[config.mk]
export PLATFORM = sky130hd
export DESIGN_NAME = five_bit_down_counter
export DESIGN_NICKNAME = d
export VERILOG_FILES = /design/src/rtl/counter_pkg.sv /design/src/rtl/five_bit_down_counter.sv
export SDC_FILE = /design/constraint.sdc
export NUM_CORES = 1
export LEC_CHECK = 0
export CAP_MARGIN = 30
export CELL_PAD_IN_SITES_DETAIL_PLACEMENT = 1
export CELL_PAD_IN_SITES_GLOBAL_PLACEMENT = 2
export CORE_ASPECT_RATIO = 0.9
export CORE_MARGIN = 2
export CORE_UTILIZATION = 24
export CTS_BUF_LIST = sky130_fd_sc_hd__clkbuf_8
export CTS_CLUSTER_DIAMETER = 30
export DETAILED_ROUTE_END_ITERATION = 12
export GPL_TIMING_DRIVEN = 0
export PLACE_DENSITY_LB_ADDON = 0.1
export SYNTH_ARGS = -nofsm -noshare
export SYNTH_HDL_FRONTEND = slang
export SYNTH_SLANG_ARGS = --single-unit
[constraint.sdc]
create_clock -name clk -period 1.5 [get_ports clk]
set_input_delay 0.3 -clock clk [delete_from_list [all_inputs] [get_ports clk]]
set_output_delay 0.3 -clock clk [all_outputs]
set_load 0.01 [all_outputs]
[src/rtl/counter_pkg.sv]
// Shared definitions for the team's counter blocks: state encoding and default width.
package counter_pkg;

    localparam logic ST_IDLE   = 1'b0;
    localparam logic ST_RUN    = 1'b1;
    localparam int   CNT_WIDTH = 5;

    typedef enum logic {
        S_IDLE = ST_IDLE,
        S_RUN  = ST_RUN
    } cnt_state_t;

endpackage : counter_pkg

[src/rtl/five_bit_down_counter.sv]
// Loadable down-counter with busy/done handshake; counts a loaded budget to zero,
// then idles or reloads the last loaded value.
module five_bit_down_counter
    import counter_pkg::*;
#(
    parameter int WIDTH       = CNT_WIDTH,
    parameter bit AUTO_RELOAD = 1'b0
) (
    input  logic             clk,
    input  logic             reset,
    input  logic             load,
    input  logic [WIDTH-1:0] load_value,
    input  logic             count_enable,
    output logic [WIDTH-1:0] count,
    output logic             busy,
    output logic             done
);

    localparam logic [WIDTH-1:0] ZERO = {WIDTH{1'b0}};
    localparam logic [WIDTH-1:0] ONE  = WIDTH'(1);

    cnt_state_t       state;
    logic [WIDTH-1:0] reload_q;

    // FSM, count, reload and done registers; load outranks every other action.
    always_ff @(posedge clk or negedge reset) begin
        if (!reset) begin
            state    <= S_IDLE;
            count    <= ZERO;
            reload_q <= ZERO;
            busy     <= 1'b0;
            done     <= 1'b0;
        end else begin
            done <= 1'b0;
            if (load) begin
                count    <= load_value;
                reload_q <= load_value;
                if (load_value != ZERO) begin
                    state <= S_RUN;
                    busy  <= 1'b1;
                end else begin
                    // Zero-length budget finishes immediately.
                    state <= S_IDLE;
                    busy  <= 1'b0;
                    done  <= 1'b1;
                end
            end else begin
                case (state)
                    S_IDLE: begin
                        busy <= 1'b0;
                    end
                    S_RUN: begin
                        if (count_enable) begin
                            if (count == ONE) begin
                                done <= 1'b1;
                                if (AUTO_RELOAD) begin
                                    count <= reload_q;
                                end else begin
                                    count <= ZERO;
                                    state <= S_IDLE;
                                    busy  <= 1'b0;
                                end
                            end else if (count != ZERO) begin
                                count <= count - ONE;
                            end else begin
                                // RUN with a zero count is unreachable; fall back safely.
                                state <= S_IDLE;
                                busy  <= 1'b0;
                            end
                        end else begin
                            busy <= 1'b1;
                        end
                    end
                    default: begin
                        state <= S_IDLE;
                        busy  <= 1'b0;
                    end
                endcase
            end
        end
    end

endmodule : five_bit_down_counter

Word-level counts from Yosys, hierarchy flattened
Cells that the tools add are included.

cells by class
  reductions and logical operators = 6
  bitwise operators = 1
  equal/unequal tests = 2
  add/subtract/negate cells = 1
  muxes and demuxes = 21

operator list
  kind                                                                   count
  5-bit 2-to-1 mux                                                       5
  1-bit 2-to-1 mux                                                       15
  5-bit nonzero test                                                     2
  5-bit by 1-bit equality test with 1-bit output, second input constant  1
  5-bit != test, second input constant                                   1
  5-bit by 1-bit subtractor with 5-bit output, second input constant     1
  2-bit nonzero test                                                     2
  3-bit AND reduction                                                    1
  3-bit nonzero test                                                     1
  1-bit case mux with 2 select lines                                     1
  1-bit NOT                                                              1

word-level totals
  output and inout port bits = 7
  word-level logic and storage cells = 35
  register bits = 8
  bits of input ports = 9

Logic depth before layout (Yosys ltp)
Gate-level depths: netlist of run 1.

  depth after elaboration = 6
  depth in mapped cells = 5
  mapped depth without buffers = 5

Worst setup path after synthesis of run 1
Ideal clock, no wire load.

  kind = register -> register
  from = register count[2]
  to = register done
  setup time = 0.095 ns
  arrival = 1.412 ns
  setup slack = -0.007 ns
  stages on the path, launching flop included = 4
  cell sequence = dfrtp_1 > or3_4 > or4b_1 > o31ai_1

between the ends
  cells in the longest elaborated chain, start to end = 5

ends and longest elaborated chain
  what                                            RTL line                     RTL
  start, declared                                 five_bit_down_counter.sv:14  output logic [WIDTH-1:0] count,
  start signal, assigned                          five_bit_down_counter.sv:36  count <= load_value;
  start signal, assigned                          five_bit_down_counter.sv:57  count <= reload_q;
  start signal, assigned                          five_bit_down_counter.sv:64  count <= count - ONE;
  5-bit by 1-bit equality test with 1-bit output  five_bit_down_counter.sv:54  if (count == ONE) begin
  1-bit 2-to-1 mux                                five_bit_down_counter.sv:54
  1-bit 2-to-1 mux                                five_bit_down_counter.sv:53  if (count_enable) begin
  1-bit 2-to-1 mux                                five_bit_down_counter.sv:48  case (state)
  1-bit 2-to-1 mux                                five_bit_down_counter.sv:35  if (load) begin
  end signal, assigned                            five_bit_down_counter.sv:32  done <= 1'b0;
  end signal, assigned                            five_bit_down_counter.sv:34  done <= 1'b0;
  end signal, assigned                            five_bit_down_counter.sv:55  done <= 1'b1;
  end, declared                                   five_bit_down_counter.sv:16  output logic done

No other way between the ends.
A chain may end at the register's enable or synchronous reset.

Worst setup path in the final report of run 1
Same ends and word-level chain as after synthesis.

==> reports/results.tsv, run 1 <==
stage	metric	value	unit
grt	grt_pass1_vias	457	
placed_design	place_area	675.6	um2
logic_synthesis	yosys-top-cells-area	dfrtp_1, ha_1, or4b_1, inv_1, nand3_1	
setup_path	crit_arrival	1670	ps
floorplan	dieArea	2478	um2
logic_synthesis	ys_seq_area_share	39.80	%
logic_synthesis	ys_ff_latch	8	
final_layout	synthToLayoutAreaGrowth	61.69	%
timing	finClkSkew	4.820	ps
setup_path	ff2ff_path_depth	3	
logic_synthesis	yosysWarnings	0	
setup_path	worstSetupPathType	reg -> reg	
clocking	cts_root_buffer	clkbuf_8	
setup_path	timing.rr.start	count[2]$_DFFE_PN0P_	
setup_path	startpoint	count[2]$_DFFE_PN0P_	
grt	track_usage	14.10	%
timing	setup_viol	1	
setup_path	path_max_fanout	4	
power_and_ir_drop	seqPwrFrac	35.9	%
final_layout	final_nets	88	
clocking	cts_tree	built	
routing	drtAntennaViolNets	0	
routing	routed_wl	1.492	mm
routing	drt_iter0_drc	8	
timing	max_freq	651.0	MHz
power_and_ir_drop	p_int	0.5301	mW
routing	dr.pass1.iters	4	
timing	setup-tns-final	-36.09	ps
clocking	clock-sinks	8	
timing	fin_crit	1536	ps
grt	antenna_found_initial	0	
floorplan	fp.dieW	52.26	um
logic_synthesis	synth_cells	53	
grt	grt_max_degree	11	
logic_synthesis	syn_nets	65	
clocking	ctsHoldBuffers	0	
placed_design	post-dp-hpwl	1.102	mm
logic_synthesis	ys_types	28	
power_and_ir_drop	p_per_area	930.3	nW/um2
setup_path	crit_path_end_kind	flip-flop	
final_layout	post-route-cell-area	813.3	um2
logic_synthesis	ys_top_cells_by_count	dfrtp_1, inv_1, nand2_1	
grt	grt_pass1_wl	2.277	mm
power_and_ir_drop	leakage	0.3498	nW
logic_synthesis	syn_avg_cell_area	9.490	um2
clocking	cts_buffer_depth	2	
timing	maxSlewViolCount	0	
logic_synthesis	yosysTopAreaCell	dfrtp_1	
timing	relSlewSlack	71.84	%
setup_path	worstSetupEndpoint	done$_DFF_PN0_	
logic_synthesis	synth_area	503.0	um2
timing	setup_ws	-36.09	ps
power_and_ir_drop	ir_drop	0.6020	mV
power_and_ir_drop	fin_total_pwr	0.7566	mW
grt	grt_overflow_total	0	
power_and_ir_drop	p_comb_share	29.1	%
setup_path	ff2ff_setup_slack	-40	ps
timing	hold_violations	0	
clocking	clk-insertion-delay-late	230	ps
setup_path	crit_path_top_delay_cell	or4b_4	
setup_path	cp-start-kind	flip-flop	
final_layout	drive_gt1_share	30.67	%
clocking	clkSlewWorstSetupHoldPaths	40	ps
final_layout	nFillCells	232	
setup_path	r2r-end	done$_DFF_PN0_	
floorplan	design.core.area	1952	um2
routing	vias	510	
timing	period_share	102.4	%
hold_path	worstHoldPathType	in -> reg	
final_layout	antennaDiodeCount	0	
power_and_ir_drop	power.net_switching	0.2266	mW
floorplan	rows	15	
clocking	numCtsBuffers	3	
timing	hold_ws	335.1	ps
logic_synthesis	synth.most_common_cell	dfrtp_1	
status	outcome	finished with violations	
final_layout	fin_cells	100	
floorplan	die_y	47.43	um
logic_synthesis	synth_edf_count	0	
placed_design	io_buffers	14	
routing	wl_per_cell	14.92	um
status	violations	setup timing	
power_and_ir_drop	p_clk_share	34.9	%
power_and_ir_drop	p_sw_share	29.94	%
setup_path	cpPeakStageDelay	540	ps
placed_design	post-place-ws	-375.9	ps
clocking	cts_max_level	1	
timing	rsz0062_at_grt	yes	
setup_path	cp_data_required_time	1640	ps
placed_design	placedCellCount	92	
floorplan	initial_utilization	25.77	%
run	drv_cap	0	
timing	tightest_slew	419.6	ps
routing	route.detailed.drc	0	
placed_design	place.gp.congestion	0.7061	
floorplan	io_pins	16	
logic_synthesis	async_flop_share	100.0	%
setup_path	crit_chain	or3_4 -> or4b_4 -> o31ai_4	
routing	detail_route.vias_per_cell	5.100	
logic_synthesis	synthFlopType	dfrtp_1	
logic_synthesis	synth_top_area_share	39.80	%
final_layout	final_util	41.67	%
## cells by family (layout without fill, tap and decap cells)
family                   after synthesis  after routing  synth area share, %
AND/OR/NAND/NOR                       19             19                21.89
AO/OA/AOI/OAI                         17             17                25.62
flip-flops                             8              8                39.80
buffers and inverters                  6             28                5.225
adder cells (fa/ha/maj)                3              3                7.463
## power groups by stage
stage / clock network [mW] / registers [mW] / logic, mW
2_1_floorplan: 0 / 0.276 / 0.0863
3_3_place_gp: 0 / 0.275 / 0.183
3_5_place_dp: 0 / 0.275 / 0.180
4_1_cts: 0.279 / 0.268 / 0.204
5_1_grt: 0.295 / 0.277 / 0.243
6_report: 0.264 / 0.272 / 0.220
## worst min-delay path by stage
stage               slack (ps)              from              endpoint  depth (start not counted)
finish                     340              load  count[0]$_DFFE_PN0P_                          2
global route               340              load  count[0]$_DFFE_PN0P_                          2
CTS                        330              load  count[0]$_DFFE_PN0P_                          2
detailed placement         540  busy$_DFFE_PN0P_      busy$_DFFE_PN0P_                          2
global placement           530  busy$_DFFE_PN0P_      busy$_DFFE_PN0P_                          2
floorplan                    4             reset      busy$_DFFE_PN0P_                          0
## critical path: cells and delay by family, from the launching register on
family | cells | cell delay [ps]
compound gates | 1 | 70
flops | 1 | 420
simple gates | 2 | 950
## sequential cells by signal (all words and copies together), names as in the netlist
name and flops:
done 1, busy 1, count 5, state 1
## cell type report
type | count | area [um2] | area share (%)
Tap cell | 25 | 31.28 | 3.846
Multi-Input combinational cell | 39 | 332.8 | 40.92
Inverter | 5 | 23.77 | 2.923
Clock inverter | 1 | 3.754 | 0.4615
Clock buffer | 3 | 41.29 | 5.077
Timing Repair Buffer | 18 | 167.7 | 20.62
Buffer | 1 | 7.507 | 0.9231
Sequential cell | 8 | 205.2 | 25.23
## placed cells by master (no fill, tap or decap), types with 2 or more instances in the layout
cell type,instances
dlymetal6s2s_1,2
dfrtp_2,4
nand3_1,2
nand2_1,4
dlygate4sd2_1,6
nor3_1,2
o21ai_1,3
o311ai_1,2
ha_1,2
inv_4,2
clkdlybuf4s50_1,6
nor2b_1,2
dfrtp_1,4
or4b_4,2
inv_1,4
a31oi_1,2
nor2_1,2
buf_4,5
clkbuf_8,3
## routing by layer
layer	global-route usage, %	up-vias	part of all wire [%]
met5	0	-	0
met4	4.615	0	0.60
met3	6.563	2	5.1
met2	20.51	12	48
met1	18.76	247	46
li1	-	249	-
## timing repair
| item | CTS | global route |
|---|---|---|
| endpoints found under the setup margin | 11 | 9 |
| endpoints found under the hold margin | 0 | 0 |
| resized for setup | 17 | 12 |
| pin swaps | 4 | 2 |
| buffers inserted | 3 | 1 |
(Power assumes the default switching activity.)
==> run 2: changes to the inputs <==
SKIP_LAST_GASP = 1   (was not set)
==> run 2 against run 1 <==
The flow still finishes with violations (setup timing). Cell count unchanged. Register-to-register slack about the same. Combinational power up 9%. Sequential power about the same. Fmax down 0.50%. Highest routed layer unchanged. Via count down 0.20%.
==> reports/results.tsv, run 2 (synthesis results as in run 1) <==
stage	metric	value	unit
grt	grt_overflow_total	0	
clocking	cts_tree	built	
routing	drtAntennaViolNets	0	
routing	route.detailed.drc	0	
final_layout	most-common-layout-cells	clkdlybuf4s50_1, dlygate4sd2_1, buf_4	
placed_design	placedCellCount	92	
clocking	clk-insertion-delay-late	230	ps
timing	rsz0062_at_grt	yes	
floorplan	die_y	47.43	um
timing	fin_crit	1544	ps
routing	detail_route.vias_per_cell	5.090	
final_layout	post-route-cell-area	837.1	um2
routing	routed_wl	1.539	mm
timing	setup_ws	-43.77	ps
timing	period_share	102.9	%
placed_design	post-dp-hpwl	1.102	mm
clocking	clock-sinks	8	
final_layout	final_common_cell	clkdlybuf4s50_1	
clocking	cts_root_buffer	clkbuf_8	
setup_path	crit_chain	buf_4 -> or3_4 -> or2_4 -> o311ai_4	
hold_path	worstHoldPathType	in -> reg	
power_and_ir_drop	fin_total_pwr	0.7744	mW
timing	max_freq	647.8	MHz
routing	dr.pass1.iters	4	
grt	track_usage	14.17	%
clocking	ctsHoldBuffers	0	
status	violations	setup timing	
floorplan	io_pins	16	
placed_design	place_area	675.6	um2
setup_path	path_max_fanout	4	
floorplan	design.core.area	1952	um2
grt	antenna_found_initial	0	
final_layout	synthToLayoutAreaGrowth	66.42	%
setup_path	cpPeakStageDelay	430	ps
clocking	numCtsBuffers	3	
setup_path	cp_data_required_time	1630	ps
floorplan	rows	15	
timing	finClkSkew	5.036	ps
setup_path	crit_path_end_kind	flip-flop	
setup_path	critical_path_buf_inv_count	1	
timing	setup_viol	2	
placed_design	place.gp.congestion	0.7061	
floorplan	dieArea	2478	um2
timing	tightest_slew	396.2	ps
power_and_ir_drop	p_per_area	925.2	nW/um2
grt	grt_pass1_wl	2.290	mm
status	outcome	finished with violations	
final_layout	drive_gt1_share	37.33	%
run	drv_cap	0	
floorplan	fp.dieW	52.26	um
final_layout	final_nets	88	
clocking	cts_buffer_depth	2	
final_layout	largest_register_ff_count	5	
final_layout	antennaDiodeCount	0	
routing	vias	509	
setup_path	crit_path_top_delay_cell	dfrtp_2	
grt	grt_max_degree	11	
clocking	cts_max_level	1	
setup_path	worstSetupPathType	reg -> reg	
timing	relSlewSlack	73.50	%
final_layout	fin_cells	100	
timing	maxSlewViolCount	0	
final_layout	top_register	count	
grt	grt_pass1_vias	457	
setup_path	cp-start-kind	flip-flop	
timing	hold_violations	0	
floorplan	initial_utilization	25.77	%
clocking	clkSlewWorstSetupHoldPaths	40	ps
routing	drt_iter0_drc	12	
routing	wl_per_cell	15.39	um
setup_path	critPathTopFamily	simple AND/OR/NAND/NOR gates	
power_and_ir_drop	ir_drop	0.6139	mV
power_and_ir_drop	leakage	0.3480	nW
setup_path	crit_arrival	1670	ps
placed_design	io_buffers	14	
## run 2: layout make-up
| cell class | instances | area (um2) |
|---|---|---|
| Buffer | 1 | 7.507 |
| Clock buffer | 3 | 41.29 |
| Clock inverter | 1 | 3.754 |
| Fill cell | 225 | 1115 |
| Inverter | 5 | 18.77 |
| Multi-Input combinational cell | 39 | 364.1 |
| Sequential cell | 8 | 205.2 |
| Tap cell | 25 | 31.28 |
| Timing Repair Buffer | 18 | 165.2 |
## run 2: stage by stage
step	hold WS (ps)	setup TNS, ps	utilization, %	setup WS [ps]
6_report	331.5	-86.46	42.88	-43.77
5_1_grt	336.1	-186.3	42.88	-74.68
2_1_floorplan	4.409	0	-	13.16
4_1_cts	331.0	-145.6	38.59	-43.62
3_3_place_gp	533.6	-1723	34.62	-388.6
3_5_place_dp	535.9	-1694	34.62	-375.9
## run 2: path summary, 6_finish.rpt
kind                                      start  depth (start not counted)  slack, ps                    to
max                        count[2]$_DFFE_PN0P_                          4        -40  count[3]$_DFFE_PN0P_
min                                        load                          2        330  count[0]$_DFFE_PN0P_
max reg2reg                count[2]$_DFFE_PN0P_                          4        -40  count[3]$_DFFE_PN0P_
min reg2reg                    busy$_DFFE_PN0P_                          2        530      busy$_DFFE_PN0P_
max in group asynchronous                 reset                          1        830  count[0]$_DFFE_PN0P_
min in group asynchronous                 reset                          1        360  count[1]$_DFFE_PN0P_
## run 2: what timing repair did
item,in CTS,in global routing
pin swaps,4,3
gates cloned,0,0
setup buffers,3,1
hold endpoints to repair,0,0
resized for setup,16,16
setup endpoints to repair,11,8
## run 2: metal layers
layer	wire (um)	part of all wire, %	GRT usage (%)	up-vias
met5	0	0	0	-
met4	9	0.58	4.615	0
met3	68	4.4	6.563	2
met2	736	48	20.76	10
met1	724	47	18.76	248
li1	-	-	-	249
## run 2: where the power goes
part	leakage, nW	switching, mW	total, mW	internal, mW
combinational	0.232	0.119	0.239	0.120
clock	0.0269	0.0882	0.266	0.178
sequential	0.0892	0.0289	0.270	0.241
total	0.348	0.236	0.774	0.538
